**config.mk**
```make
export PLATFORM = sky130hd
export DESIGN_NAME = ieee_host_ctrl
export DESIGN_NICKNAME = d
export VERILOG_FILES = /design/src/rtl/ieee_host_ctrl.sv
export SDC_FILE = /design/constraint.sdc
export NUM_CORES = 1
export LEC_CHECK = 0
export ABC_AREA = 1
export CORE_MARGIN = 1.5
export CORE_UTILIZATION = 48
export CTS_CLUSTER_DIAMETER = 200
export DETAILED_ROUTE_END_ITERATION = 7
export HOLD_SLACK_MARGIN = 0.1
export PLACE_DENSITY = 0.83
export SYNTH_ARGS = -nofsm -noshare
export SYNTH_HDL_FRONTEND = slang
export SYNTH_SLANG_ARGS = --single-unit
```
**constraint.sdc**
```tcl
create_clock -name clk_sys -period 1.9 [get_ports clk_sys]
set_input_delay 0.285 -clock clk_sys [delete_from_list [all_inputs] [get_ports clk_sys]]
set_output_delay 0.285 -clock clk_sys [all_outputs]
set_load 0.05 [all_outputs]
```
**src/rtl/ieee_host_ctrl.sv**
```systemverilog
// IEEE-488 controller-in-charge for the CBM-II core: sources and accepts bytes
// with the three-wire handshake, pulses IFC and tracks the ATN latch.
package ieee_host_pkg;
  // All lines are active low; an all-ones value means the bus is released.
  typedef struct packed {
    logic [7:0] data;
    logic       atn;
    logic       eoi;
    logic       dav;
    logic       nrfd;
    logic       ndac;
    logic       ifc;
    logic       srq;
    logic       ren;
  } st_ieee_bus;

  localparam st_ieee_bus BUS_RELEASED = st_ieee_bus'('1);
endpackage

module ieee_host_ctrl
  import ieee_host_pkg::*;
#(
  parameter int SETTLE  = 32,
  parameter int TIMEOUT = 1024,
  parameter int IFC_LEN = 1600
) (
  input  logic       clk_sys,
  input  logic       reset,
  input  logic       ce,
  input  logic       req_valid,
  output logic       req_ready,
  input  logic [1:0] req_op,
  input  logic [7:0] req_data,
  input  logic       req_atn,
  input  logic       req_eoi,
  output logic       rsp_valid,
  output logic [7:0] rsp_data,
  output logic       rsp_eoi,
  output logic [1:0] rsp_status,
  output logic       busy,
  input  st_ieee_bus bus_i,
  output st_ieee_bus bus_o
);

  localparam int MAX_A   = (TIMEOUT > SETTLE) ? TIMEOUT : SETTLE;
  localparam int MAX_LEN = (IFC_LEN > MAX_A) ? IFC_LEN : MAX_A;
  localparam int CW      = $clog2(MAX_LEN) + 1;

  localparam logic [CW-1:0] CNT_MAX  = '1;
  localparam logic [CW-1:0] SETTLE_C = CW'(SETTLE);
  localparam logic [CW-1:0] TO_LAST  = CW'(TIMEOUT - 1);
  localparam logic [CW-1:0] IFC_LAST = CW'(IFC_LEN - 1);

  localparam logic [1:0] ST_OK  = 2'b00;
  localparam logic [1:0] ST_TO  = 2'b01;
  localparam logic [1:0] ST_NDP = 2'b10;

  typedef enum logic [2:0] {
    IDLE, S_SETTLE, S_DAV, S_REL, A_RDY, A_WAITHI, IFC, DONE
  } state_t;

  state_t        state;
  logic [CW-1:0] cnt;
  logic          entry;
  logic          timed_out;
  logic          unused_bus;

  // A timeout fires on the ce tick that completes the TIMEOUT-th tick in a state.
  assign timed_out  = ce && (cnt >= TO_LAST);
  assign req_ready  = (state == IDLE);
  assign busy       = (state != IDLE);
  assign unused_bus = ^{bus_i.atn, bus_i.ifc, bus_i.srq, bus_i.ren};

  always_ff @(posedge clk_sys) begin
    if (!reset) begin
      state      <= IDLE;
      bus_o      <= BUS_RELEASED;
      rsp_valid  <= 1'b0;
      rsp_data   <= 8'h00;
      rsp_eoi    <= 1'b0;
      rsp_status <= ST_OK;
      cnt        <= '0;
      entry      <= 1'b0;
    end else begin
      rsp_valid <= 1'b0;
      if (ce && cnt != CNT_MAX) cnt <= cnt + CW'(1);
      case (state)
        IDLE: if (req_valid) begin
          cnt <= '0;
          case (req_op)
            2'b00: begin
              bus_o.data <= ~req_data;
              bus_o.eoi  <= ~req_eoi;
              if (req_atn) bus_o.atn <= 1'b0;
              bus_o.nrfd <= 1'b1;
              bus_o.ndac <= 1'b1;
              entry      <= 1'b1;
              state      <= S_SETTLE;
            end
            2'b01: if (!bus_o.atn) begin
              // Receiving under a latched command phase makes no sense; refuse it.
              state      <= DONE;
              rsp_valid  <= 1'b1;
              rsp_status <= ST_NDP;
            end else begin
              bus_o.nrfd <= 1'b1;
              bus_o.ndac <= 1'b0;
              state      <= A_RDY;
            end
            2'b10: begin
              bus_o.ifc <= 1'b0;
              bus_o.atn <= 1'b1;
              state     <= IFC;
            end
            default: begin
              bus_o.atn  <= 1'b1;
              state      <= DONE;
              rsp_valid  <= 1'b1;
              rsp_status <= ST_OK;
            end
          endcase
        end
        S_SETTLE: begin
          entry <= 1'b0;
          if (entry && bus_i.nrfd && bus_i.ndac) begin
            bus_o.data <= 8'hFF;
            bus_o.eoi  <= 1'b1;
            cnt        <= '0;
            state      <= DONE;
            rsp_valid  <= 1'b1;
            rsp_status <= ST_NDP;
          end else if (cnt >= SETTLE_C && bus_i.nrfd) begin
            bus_o.dav <= 1'b0;
            cnt       <= '0;
            state     <= S_DAV;
          end else if (timed_out) begin
            bus_o.data <= 8'hFF;
            bus_o.eoi  <= 1'b1;
            cnt        <= '0;
            state      <= DONE;
            rsp_valid  <= 1'b1;
            rsp_status <= ST_TO;
          end
        end
        S_DAV: if (bus_i.ndac) begin
          cnt   <= '0;
          state <= S_REL;
        end else if (timed_out) begin
          bus_o.dav  <= 1'b1;
          bus_o.data <= 8'hFF;
          bus_o.eoi  <= 1'b1;
          cnt        <= '0;
          state      <= DONE;
          rsp_valid  <= 1'b1;
          rsp_status <= ST_TO;
        end
        S_REL: begin
          bus_o.dav  <= 1'b1;
          bus_o.data <= 8'hFF;
          bus_o.eoi  <= 1'b1;
          cnt        <= '0;
          state      <= DONE;
          rsp_valid  <= 1'b1;
          rsp_status <= ST_OK;
        end
        A_RDY: if (!bus_i.dav) begin
          rsp_data   <= ~bus_i.data;
          rsp_eoi    <= ~bus_i.eoi;
          bus_o.nrfd <= 1'b0;
          bus_o.ndac <= 1'b1;
          cnt        <= '0;
          state      <= A_WAITHI;
        end
        A_WAITHI: if (bus_i.dav || timed_out) begin
          bus_o.ndac <= 1'b0;
          cnt        <= '0;
          state      <= DONE;
          rsp_valid  <= 1'b1;
          rsp_status <= bus_i.dav ? ST_OK : ST_TO;
        end
        IFC: if (ce && cnt >= IFC_LAST) begin
          bus_o.ifc  <= 1'b1;
          cnt        <= '0;
          state      <= DONE;
          rsp_valid  <= 1'b1;
          rsp_status <= ST_OK;
        end
        DONE: begin
          cnt   <= '0;
          state <= IDLE;
        end
        default: state <= IDLE;
      endcase
    end
  end

endmodule

```
==> results.cfg, run 1 <==
[synthesis]
synthMuxAreaShare_pct = 0
syn_avg_cell_area_um2 = 6.867
synth_top_family_by_area = simple AND/OR/NAND/NOR gates
netlist_instances = 336
yosysWarnings = 0
synth-compound-area-share_pct = 16.65
synth_xor_area_share_pct = 3.037
synthAdderAreaFrac_pct = 1.085
synthSimpleGateAreaFrac_pct = 33.62
ys_seq_area_share_pct = 36.44
ys_types = 29
syn_area_mm2 = 0.002307
ys_seq_elements = 42

[cts]
cts_resized = 0
postCtsSetupBuffers = 0
clkSinkCount = 42
cts_inserted_buffers = 5
insertion_delay_ns = 0.30
hold_buffers = 0
clkTransAtPathRegs_ns = 0.08
h-tree-depth = 2
clock_path_buffers = 2
clock-root-buffer = clkbuf_8
cts_tree = built

[run_status]
outcome = finished, final reports clean

[grt]
antenna_found_initial = 0
gr-total-overflow = 0
first_global_vias = 2203
grt_max_degree = 28
track_usage_pct = 23.40
grt_pass1_wl_mm = 9.687

[placement]
dpl_cell_area_mm2 = 0.003003
io_buffers = 55
dp_hpwl_mm = 4.447
routabilityCongestion = 0.9074

[worst_setup_path]
regToRegEndpoint = cnt[1]$_SDFF_PN0_
slowest_delay_ns = 0.38
crit_fanout = 5
reg2reg_from = cnt[0]$_SDFF_PN0_
arrival_ns = 1.98
r2r_slack_ns = 0.11
critical-path-slowest-cell = dfxtp_1
r2r_cells = 13
cp-start-kind = flip-flop
crit_type = flip-flop to flip-flop
crit_start = cnt[0]$_SDFF_PN0_
crit_required_ns = 2.09
crit_chain = ha_4 -> nand3_4 -> nor2_4 -> nand2_2 -> nand2_4 -> nand2_4 -> nand2_2 -> nand2_2 -> nor2_4 -> nand2_2 -> nand2_4 -> clkbuf_16 -> nor2_2
end_kind = flip-flop
crit_top_cell = nand2_2

[timing]
skew_ns = 0.007719
worstMarginPinSlew_ns = 0.5192
finalSetupTns_ns = 0
hold_viol = 0
hold_slack_ns = 0.4614
fin_crit_ns = 1.791
maxSlewViolCount = 0
final.period_utilization_pct = 94.24
slew_headroom_pct = 65.28
fmax_ghz = 0.5585
final-setup-viol-count = 0

[drt]
postRouteAntennaNets = 0
drt_iter0_drc = 189
drt-total-wl_mm = 5.906
drc_errors = 0
wl_per_cell_um = 12.81
vias = 2393
vias_per_cell = 5.191
first_pass_iters = 4

[layout]
syn2layout_area_growth_pct = 37.80
diodes = 0
multi_input_area_mm2 = 0.001324
final_common_cell = nand2_1
nets = 440
final_area_mm2 = 0.003179
regArea_um2 = 842.1
drive_gt1_share_pct = 16.46
fillers = 369
final_cell_mix = nand2_1 (58), clkdlybuf4s50_1 (53), dfxtp_1 (41), nor2_1 (38), inv_1 (36)

[floorplan]
die_width_um = 72.33
initial_utilization_pct = 49.50
die_h_um = 72.33
placement_rows = 25
core_region_area_mm2 = 0.004661
ios = 62
die_area_mm2 = 0.005232

[power]
vdd_drop_max_mv = 0.8527
leakage_uw = 0.001365
p_per_area_mw_per_mm2 = 1408
p_total_uw = 4478

[min_path]
min_from = bus_o[5]$_SDFFE_PN1P_
min_path_cells = 2
holdPathEnd = bus_o[5]$_SDFFE_PN1P_
min_path_type = flip-flop to flip-flop

[job]
drv_cap = 0
-- cells by family (layout without fill, tap and decap cells) --
kind of cell             count (synthesis)  in the layout
flip-flops                              42             42
AND/OR/NAND/NOR                        162            163
XOR/XNOR                                 8              8
AO/OA/AOI/OAI                           71             71
buffers and inverters                   50            119
adder cells (fa/ha/maj)                  2              2
other                                    1              2
-- critical path: cells and delay by family (launching register included) --
kind	cells	cell delay (ns)
and+or+nand+nor	11	0.98
DFF	1	0.38
buffers and inverters	1	0.15
adders and majority gates	1	0.17
-- metrics by stage --
stage / worst slack [ns] / utilization (%) / std cells
2_1_floorplan: 0.05446 / - / 337
3_3_place_gp: 0.03843 / 64.43 / 451
6_report: 0.1094 / 68.21 / 461
3_5_place_dp: -0.006299 / 64.43 / 451
4_1_cts: 0.05009 / 66.39 / 459
5_1_grt: -0.02425 / 68.21 / 461
-- worst max path at each step --
stage | to | slack, ns | depth (start not counted)
after detailed placement | bus_o[14]$_SDFFE_PN1P_ | -0.006 | 8
final | cnt[1]$_SDFF_PN0_ | 0.11 | 13
after floorplan | bus_o[3]$_SDFFE_PN1P_ | 0.05 | 7
after global routing | bus_o[10]$_SDFFE_PN1P_ | -0.02 | 9
after CTS | cnt[8]$_SDFF_PN0_ | 0.05 | 13
after global placement | bus_o[10]$_SDFFE_PN1P_ | 0.04 | 8
-- power by group --
part / leakage (uW) / switching (uW) / total (uW) / internal, uW
Combinational: 0.000973 / 1710 / 2640 / 929
Sequential: 0.000344 / 146 / 1240 / 1100
Clock: 0.0000482 / 303 / 596 / 293
-- per-layer routing --
layer  wire (um)  GRT usage (%)
met1        2718          31.72
met5           0              0
met3         422          5.000
met4         107          7.757
met2        2657          37.14
-- sequential cells by signal (all words and copies together) (netlist names) --
| register | cells |
|---|---|
| entry | 1 |
| rsp_status | 2 |
| rsp_eoi | 1 |
| bus_o | 14 |
| cnt | 12 |
| state | 3 |
| rsp_data | 8 |
| rsp_valid | 1 |
-- synth_stat cells (all sizes together) --
master,number,area share [%]
nand2,69,13
nor2,58,13
dfxtp,42,36
inv,42,6.8
o21ai,36,7.8
nand3,26,5.9
a21oi,21,4.7
o22ai,8,2.2
o211ai,6,2.0
buf,5,1.7
nor3,4,0.87
xnor2,4,1.5
xor2,4,1.5
clkbuf,3,0.49
ha,2,1.1
nand3b,2,0.65
nand4,2,0.54
conb,1,0.16
or3,1,0.27
-- area by class of cell --
type,count,share of cell area (%)
clock buffer,7,2.715
clock inverter,1,0.1574
inverter,42,5.077
multi-input combinational,246,41.64
sequential,42,26.49
tap,54,2.125
timing repair buffer,69,21.80
(Power assumes the default switching activity.)
==> run 2: changes to the inputs <==
--- a/config.mk
+++ b/config.mk
@@ -11,7 +11,7 @@
 export CTS_CLUSTER_DIAMETER = 200
 export DETAILED_ROUTE_END_ITERATION = 7
 export HOLD_SLACK_MARGIN = 0.1
-export PLACE_DENSITY = 0.83
+export PLACE_DENSITY = 0.78
 export SYNTH_ARGS = -nofsm -noshare
 export SYNTH_HDL_FRONTEND = slang
 export SYNTH_SLANG_ARGS = --single-unit
==> run 2 against run 1 <==
  * Hold slack gained 0.013 ns
  * Global-route usage grew 0.33 points
  * First-iteration DRC count shrank 26%
  * Die area is the same
  * Clock power shrank 2%
  * Largest cell class unchanged
  * Count of clock-buffer cells in the layout is the same
  * Power shrank 1.1%
  * Utilization shrank 0.64 points
  * Register-to-register slack gained 0.02 ns
  * Sequential share of layout area grew 0.25 points
  * Fmax grew 0.43%
==> results.cfg, run 2 (synthesis gave the netlist of run 1 again) <==
[layout]
fillers = 404
top_register = bus_o
drive_gt1_share_pct = 16.67
nets = 441
final_common_cell = nand2_1
final_cell_mix = nand2_1 (58), clkdlybuf4s50_1 (53), dfxtp_1 (41), nor2_1 (37), inv_1 (36)
largest_reg_flops = 14
syn2layout_area_growth_pct = 36.50
reg.largest.list = bus_o (14), cnt (12), rsp_data (8)
diodes = 0

[min_path]
min_path_type = flip-flop to flip-flop
min_from = bus_o[13]$_SDFFE_PN1P_

[timing]
fin_crit_ns = 1.783
worstMarginPinSlew_ns = 0.5140
maxSlewViolCount = 0
slew_headroom_pct = 65.62
final-setup-viol-count = 0
skew_ns = 0.007702
fmax_ghz = 0.5608
hold_slack_ns = 0.4740
finalSetupTns_ns = 0
final.period_utilization_pct = 93.84
hold_viol = 0
rsz0062_at_grt = false

[worst_setup_path]
r2r_slack_ns = 0.13
crit_cells = 1
critical-path-slowest-cell = clkdlybuf4s50_1
critPathTopFamily = buffers and inverters
r2r_cells = 13
end_kind = output port
crit_fanout = 4
crit_type = flip-flop to output port
reg2reg_from = cnt[0]$_SDFF_PN0_
cp_num_buf_inv = 1
crit_required_ns = 1.62
regToRegEndpoint = cnt[2]$_SDFF_PN0_
crit_start = bus_o[7]$_SDFFE_PN1P_
slowest_delay_ns = 0.83
endpoint = bus_o[7]
arrival_ns = 1.50
cp-start-kind = flip-flop
crit_chain = clkdlybuf4s50_1

[power]
leakage_uw = 0.001356
p_per_area_mw_per_mm2 = 1407
vdd_drop_max_mv = 0.9902

[grt]
grt_max_degree = 28
grt_pass1_wl_mm = 9.860
track_usage_pct = 23.73
first_global_vias = 2226
antenna_found_initial = 0
gr-total-overflow = 0

[drt]
vias = 2382
postRouteAntennaNets = 0
drc_errors = 0
vias_per_cell = 5.156
drt-total-wl_mm = 5.760
wl_per_cell_um = 12.47
first_pass_iters = 4
drt_iter0_drc = 140

[placement]
routabilityCongestion = 0.8721
dp_hpwl_mm = 4.429
io_buffers = 55

[job]
drv_cap = 0

[cts]
postCtsSetupBuffers = 0
clock-root-buffer = clkbuf_8
cts_resized = 0
clkTransAtPathRegs_ns = 0.07
cts_tree = built
clock_path_buffers = 2
h-tree-depth = 2
hold_buffers = 0
clkSinkCount = 42
insertion_delay_ns = 0.29
cts_inserted_buffers = 5

[floorplan]
ios = 62
core_region_area_mm2 = 0.004661
initial_utilization_pct = 49.50
die_h_um = 72.33
placement_rows = 25
die_area_mm2 = 0.005232
die_width_um = 72.33

[run_status]
outcome = finished, final reports clean
[run 2: cell count changes in the layout (fill, tap and decap cells not counted), sizes merged]
cell	delta
clkbuf	-1
buf	+2
[run 2: per-layer routing]
metal / track usage (%) / part of all wire, % / vias to the layer above
met2: 36.32 / 43 / 74
met1: 32.73 / 48 / 1070
met3: 5.278 / 7.1 / 9
li1: - / - / 1229
met5: 0 / 0 / -
met4: 9.015 / 1.8 / 0
[run 2: cell type report]
type / instances / area [um^2] / area share (%)
inverter: 42 / 161.4 / 5.125
timing repair buffer: 70 / 683.2 / 21.69
multi-input combinational: 246 / 1304 / 41.40
clock inverter: 1 / 5.005 / 0.1589
sequential: 42 / 842.1 / 26.74
clock buffer: 7 / 86.33 / 2.741
tap: 54 / 67.56 / 2.145
[run 2: worst min-delay path by stage]
stage,to,slack [ns],cells past startpoint
global route,bus_o[13]$_SDFFE_PN1P_,0.50,2
finish,bus_o[13]$_SDFFE_PN1P_,0.47,2
floorplan,rsp_data[0]$_SDFFE_PN0P_,0.38,1
detailed placement,bus_o[2]$_SDFFE_PN1P_,0.45,2
global placement,bus_o[2]$_SDFFE_PN1P_,0.45,2
CTS,bus_o[2]$_SDFFE_PN1P_,0.47,2
[run 2: power by group]
group,total (uW),internal (uW),switching (uW)
registers,1230,1100,134
clock network,584,293,291
logic,2610,913,1700
[run 2: through the flow]
step	util, %	cells	power (uW)	setup WS (ns)	instance area (um^2)
floorplan	-	337	2964	0.05446	2317
global placement	64.75	453	3746	0.001440	3018
detailed placement	64.75	453	3784	-0.04906	3018
CTS	66.71	461	4380	0.06426	3109
global route	67.57	462	4733	0.01390	3149
finish	67.57	462	4430	0.1170	3149
